[config.mk]
export PLATFORM = sky130hd
export DESIGN_NAME = calcu_b_flat
export DESIGN_NICKNAME = d
export VERILOG_FILES = /design/src/rtl/calcu_b_if.sv /design/src/rtl/calcu_b.sv /design/src/flat_wrapper.sv
export SDC_FILE = /design/constraint.sdc
export NUM_CORES = 1
export LEC_CHECK = 0
export CORE_MARGIN = 10
export CORE_UTILIZATION = 61
export DETAILED_ROUTE_END_ITERATION = 8
export PLACE_DENSITY_LB_ADDON = 0.2
export REMOVE_ABC_BUFFERS = 1
export SLEW_MARGIN = 40
export SYNTH_ARGS = -nofsm -noshare
export SYNTH_HDL_FRONTEND = slang
export SYNTH_SLANG_ARGS = --single-unit
[constraint.sdc]
create_clock -name iCLK -period 11.22 [get_ports iCLK]
set_input_delay 1.683 -clock iCLK [delete_from_list [all_inputs] [get_ports iCLK]]
set_output_delay 1.683 -clock iCLK [all_outputs]
set_load 0.01 [all_outputs]
[src/rtl/calcu_b_if.sv]
// RAM-side bus of the b-coefficient stage: ena/done handshake plus the
// A/M read ports and the B write port. master = stage, slave = RAMs/control.
interface calcu_b_if #(
  parameter int AW = 17,
  parameter int DW = 24
);
  logic          ena;
  logic          done;
  logic [DW-1:0] oDataA;
  logic [DW-1:0] oDataM;
  logic [AW-1:0] iAddrA;
  logic [AW-1:0] iAddrM;
  logic          wrenA;
  logic          wrenM;
  logic [AW-1:0] iAddrB;
  logic          wrenB;
  logic [DW-1:0] iDataB;

  modport master (
    input  ena, oDataA, oDataM,
    output done, iAddrA, iAddrM, wrenA, wrenM,
    output iAddrB, wrenB, iDataB
  );

  modport slave (
    output ena, oDataA, oDataM,
    input  done, iAddrA, iAddrM, wrenA, wrenM,
    input  iAddrB, wrenB, iDataB
  );
endinterface

[src/rtl/calcu_b.sv]
// Guided-filter b stage: b = ((128 - min(a,128)) * mean_I) >> FRAC per pixel.
// Ports: iCLK, iRST_N (sync, active-low), bus (calcu_b_if.master).
module calcu_b #(
  parameter int NPIX   = 120000,
  parameter int AW     = 17,
  parameter int DW     = 24,
  parameter int FRAC   = 7,
  parameter int RD_LAT = 1
) (
  input  logic      iCLK,
  input  logic      iRST_N,
  calcu_b_if.master bus
);

  typedef enum logic [1:0] {IDLE, RUN, DRAIN, DONE} state_t;

  localparam logic [AW-1:0] LAST = AW'(NPIX - 1);
  localparam logic [7:0]    DRN  = 8'(RD_LAT);
  localparam int            PW   = DW + FRAC + 1;
  localparam logic [DW-1:0] ONE  = DW'(1 << FRAC);

  state_t        state, state_n;
  logic [AW-1:0] rd_addr, rd_addr_n;
  logic [7:0]    cnt, cnt_n;
  logic          done_c;
  logic [AW-1:0] addr_c;

  always_ff @(posedge iCLK) begin
    if (!iRST_N) begin
      state   <= IDLE;
      rd_addr <= '0;
      cnt     <= '0;
    end else begin
      state   <= state_n;
      rd_addr <= rd_addr_n;
      cnt     <= cnt_n;
    end
  end

  always_comb begin
    state_n   = state;
    rd_addr_n = rd_addr;
    cnt_n     = cnt;
    done_c    = 1'b0;
    addr_c    = '0;
    unique case (state)
      IDLE: begin
        rd_addr_n = '0;
        if (bus.ena) state_n = RUN;
      end
      RUN: begin
        addr_c = rd_addr;
        if (rd_addr == LAST) begin
          rd_addr_n = '0;
          cnt_n     = DRN;
          state_n   = DRAIN;
        end else begin
          rd_addr_n = rd_addr + 1'b1;
        end
      end
      // RD_LAT+1 cycles: lets the last read return and its b register
      DRAIN: begin
        if (cnt == '0) state_n = DONE;
        else           cnt_n   = cnt - 1'b1;
      end
      DONE: begin
        done_c  = 1'b1;
        state_n = IDLE;
      end
      default: state_n = IDLE;
    endcase
  end

  assign bus.iAddrA = addr_c;
  assign bus.iAddrM = addr_c;
  assign bus.wrenA  = 1'b0;
  assign bus.wrenM  = 1'b0;
  assign bus.done   = done_c;

  logic [FRAC:0] a_c;
  logic [FRAC:0] one_m;
  logic [PW-1:0] prod;
  logic [DW-1:0] b;

  // a above 1.0 saturates so (1 - a) never goes negative
  always_comb begin
    a_c   = (bus.oDataA > ONE) ? ONE[FRAC:0] : bus.oDataA[FRAC:0];
    one_m = ONE[FRAC:0] - a_c;
    prod  = PW'(one_m) * PW'(bus.oDataM);
    b     = DW'(prod >> FRAC);
  end

  // vld/adr follow each read until its data returns; the
  // output register is the final stage
  logic [RD_LAT-1:0] vld;
  logic [AW-1:0]     adr [RD_LAT];

  always_ff @(posedge iCLK) begin
    if (!iRST_N) begin
      vld        <= '0;
      for (int i = 0; i < RD_LAT; i++) adr[i] <= '0;
      bus.wrenB  <= 1'b0;
      bus.iAddrB <= '0;
      bus.iDataB <= '0;
    end else begin
      vld[0] <= (state == RUN);
      adr[0] <= rd_addr;
      for (int i = 1; i < RD_LAT; i++) begin
        vld[i] <= vld[i-1];
        adr[i] <= adr[i-1];
      end
      bus.wrenB  <= vld[RD_LAT-1];
      bus.iAddrB <= vld[RD_LAT-1] ? adr[RD_LAT-1] : '0;
      bus.iDataB <= vld[RD_LAT-1] ? b : '0;
    end
  end

endmodule

[src/flat_wrapper.sv]
// flat-port wrapper written by rule: the top's interface ports become plain ports
module calcu_b_flat 
#(
  parameter int NPIX   = 120000,
  parameter int AW     = 17,
  parameter int DW     = 24,
  parameter int FRAC   = 7,
  parameter int RD_LAT = 1
)
  (iCLK, iRST_N, bus_ena, bus_oDataA, bus_oDataM, bus_done, bus_iAddrA, bus_iAddrM, bus_wrenA, bus_wrenM, bus_iAddrB, bus_wrenB, bus_iDataB);
  calcu_b_if #(.AW(AW), .DW(DW)) bus_i ();
  input  logic iCLK;
  input  logic iRST_N;
  input wire logic [$bits(bus_i.ena)-1:0] bus_ena;
  input wire logic [$bits(bus_i.oDataA)-1:0] bus_oDataA;
  input wire logic [$bits(bus_i.oDataM)-1:0] bus_oDataM;
  output wire logic [$bits(bus_i.done)-1:0] bus_done;
  output wire logic [$bits(bus_i.iAddrA)-1:0] bus_iAddrA;
  output wire logic [$bits(bus_i.iAddrM)-1:0] bus_iAddrM;
  output wire logic [$bits(bus_i.wrenA)-1:0] bus_wrenA;
  output wire logic [$bits(bus_i.wrenM)-1:0] bus_wrenM;
  output wire logic [$bits(bus_i.iAddrB)-1:0] bus_iAddrB;
  output wire logic [$bits(bus_i.wrenB)-1:0] bus_wrenB;
  output wire logic [$bits(bus_i.iDataB)-1:0] bus_iDataB;
  assign bus_i.ena = bus_ena;
  assign bus_i.oDataA = bus_oDataA;
  assign bus_i.oDataM = bus_oDataM;
  assign bus_done = bus_i.done;
  assign bus_iAddrA = bus_i.iAddrA;
  assign bus_iAddrM = bus_i.iAddrM;
  assign bus_wrenA = bus_i.wrenA;
  assign bus_wrenM = bus_i.wrenM;
  assign bus_iAddrB = bus_i.iAddrB;
  assign bus_wrenB = bus_i.wrenB;
  assign bus_iDataB = bus_i.iDataB;
  calcu_b #(.NPIX(NPIX), .AW(AW), .DW(DW), .FRAC(FRAC), .RD_LAT(RD_LAT)) u_core (.iCLK(iCLK), .iRST_N(iRST_N), .bus(bus_i));
endmodule
==> results_dict.tcl <==
set metrics [dict create \
    crit_fanout 24 \
    route.detailed.vias_per_inst 5.46 \
    wire_per_inst_um 16.3 \
    grt_antenna_before_repair 0 \
    yosys_most_used_dff "dfxtp_1" \
    worstSetupEndpointType "register" \
    timing.rr.start "u_core.rd_addr[1]" \
    clock_skew_ps 4.85 \
    synth_cell_type_count 70 \
    postCtsHoldBufs 0 \
    vias 7412 \
    cellLeakagePower_uw 0.00503 \
    outcome "finished, final reports clean" \
    utilization_pct 72.7 \
    grt-ovfl-total 0 \
    synth-seq-cells 87 \
    synthTopCellsByArea "fa_1 28%, dfxtp_1 19%, and2_1 9.1%, ha_1 7.4%, inv_1 6.8%" \
    crit_arrival_ps 8910 \
    reg2regPathDepth 8 \
    fill_cells 1157 \
    dieArea_sq_um 20700 \
    cts_tree "done" \
    min_period_ps 8700 \
    clock-root-buffer "clkbuf_16" \
    ys.warnings.count 0 \
    required_ps 11430 \
    final_cells 1358 \
    htree_levels 3 \
    synth_area_sq_um 9340 \
    worstHoldPathCells 1 \
    rsz0062_at_grt "false" \
    n_antenna_cell 0 \
    cts_buffers 9 \
    min_from "u_core.adr[0][12]" \
    setup_viol 0 \
    antenna_left 0 \
    drt-total-wl_um 22100 \
    start_util_pct 61.9 \
    post-route-period-util_pct 77.5 \
    timing.fmax_mhz 115 \
    hpwl_um 17200 \
    yosysTopAreaCellShare_pct 27.9 \
    dieHeight_um 144 \
    boundaryPins 130 \
    clock_sinks 87 \
    setup_tns_ps 0 \
    vdd_drop_max_mv 0.133 \
    hold_class "reg2reg" \
    row_count 45 \
    grt_pass1_vias 7673 \
    synthToLayoutAreaGrowth_pct 17.5 \
    worstSetupPathType "in2reg" \
    gp_congestion 0.893 \
    min_to "u_core.bus.iAddrB[12]" \
    design.core.area_sq_um 15100 \
    cts_resized 0 \
    dp.cells 1342 \
    dr.pass1.iters 5 \
    drc 0 \
    dp_slack_ps 2140 \
    place_area_sq_um 10600 \
    clk_latency_ps 330 \
    layout_common_cells "168 x inv_1, 136 x and2_1, 130 x fa_1" \
    grt.total_usage_pct 22.5 \
    grt_max_degree 39 \
    final_area_sq_um 11000 \
    synth_edf_count 0 \
    yosysSeqAreaShare_pct 18.6 \
    final_common_cell "inv_1" \
    io_buffer_count 127 \
    power.density_nw_per_um2 78.1 \
    drv_cap 0 \
    cts_setup_buffers 0 \
    synthCells 1073 \
    cts_buffer_depth 2 \
    final_nets 1401 \
    r2r_end "u_core.rd_addr[14]" \
    drtIter0Drc 398 \
    avgSynthCellArea_sq_um 8.70 \
    r2r_slack_ps 8610 \
    ys_async_sr_fraction_pct 0 \
    drive_above_1_share_pct 3.93 \
    drv_slew 0 \
    max_slew_margin_pct 47.3 \
    setup_slack_ps 2520 \
    dieWidth_um 144 \
    clkSlewWorstSetupHoldPaths_ps 60 \
    worstSetupStartpointType "primary input" \
    grt_pass1_wl_um 37600 \
    tightest_slew_ps 786 \
    yosysTopAreaCell "fa_1" \
    final_hold_viol_count 0 \
]
-- cell families (layout without fill, tap and decap cells) --
group	Yosys count	in the layout	share of synthesized area, %
adder cells (fa/ha/maj)	185	185	35.2
XOR/XNOR	24	24	2.25
multiplexers	4	4	0.429
AND/OR/NAND/NOR	425	425	24.6
AO/OA/AOI/OAI	125	125	8.88
other	1	2	0.0401
buffers and inverters	222	318	9.95
flip-flops	87	87	18.6
-- worst max-delay path, stage by stage --
cell and delay, ps:
clkdlybuf4s50_1 470, or4_1 610, or4_4 480, a21oi_2 210
nand2_1 80, ha_2 230, nand2_1 70, o21ai_0 140
a21boi_4 530, and2_1 240, fa_1 490, fa_1 540
fa_1 550, inv_1 50, fa_1 540, inv_1 50
ha_1 350, a21oi_1 150, o21ai_0 180, o211a_1 350
or3_2 480, a311oi_1 340, nor4_1 90
-- state kept, by name, indices dropped and copies added, names as in the netlist --
name / flops
u_core.adr: 17
u_core.bus.iAddrB: 17
u_core.bus.iDataB: 24
u_core.bus.wrenB: 1
u_core.cnt: 8
u_core.rd_addr: 17
u_core.state: 2
u_core.vld: 1
-- how the worst max path moves through the flow --
stage / startpoint / to / slack, ps
after floorplan: bus_oDataA[22] / u_core.bus.iDataB[21] / 3070
after global placement: bus_oDataA[2] / u_core.bus.iDataB[17] / 2120
after detailed placement: bus_oDataA[2] / u_core.bus.iDataB[14] / 2140
after CTS: bus_oDataA[2] / u_core.bus.iDataB[14] / 2470
after global routing: bus_oDataA[2] / u_core.bus.iDataB[14] / 2160
final: bus_oDataA[2] / u_core.bus.iDataB[14] / 2520
-- cell usage after synthesis, drive strengths merged (5+ instances only) --
cell,count
nand3,17
and3,26
nand2,112
nand2b,11
xnor2,13
nor3,19
and2,137
o21ai,40
nand4,11
dfxtp,87
fa,130
a21o,13
nor4,8
inv,168
a21oi,27
clkbuf,26
ha,55
o31ai,8
nor2b,20
a211oi,8
buf,27
or3,5
xor2,11
nor2,43
-- report_power, final --
group / leakage [uW] / switching, uW / internal [uW]
Clock: 0.000155 / 121 / 202
Sequential: 0.000702 / 18.8 / 327
Combinational: 0.00417 / 110 / 77.4
-- per-layer routing --
| layer | vias up | track usage [%] | share of wire, % |
|---|---|---|---|
| li1 | 3555 | - | - |
| met1 | 3568 | 28.3 | 43 |
| met2 | 267 | 35.6 | 46 |
| met3 | 22 | 8.68 | 10 |
| met4 | 0 | 5.91 | 0.99 |
| met5 | - | 0 | 0 |
-- through the flow --
stage / hold WS, ps / power [uW]
after floorplan: 444 / 468
final: 466 / 857
after CTS: 468 / 864
after global placement: 446 / 535
after global routing: 482 / 904
after detailed placement: 451 / 536
-- final cells by class --
class,count,area (sq um),share of cell area [%]
inverters,169,634,5.78
repair buffers,133,1320,12.0
clock inverters,6,92.6,0.844
multi-input cells,765,6720,61.2
well taps,188,235,2.14
clock buffers,10,239,2.18
flip-flops and latches,87,1740,15.9
Note: power is estimated with default switching activity, not from simulation.
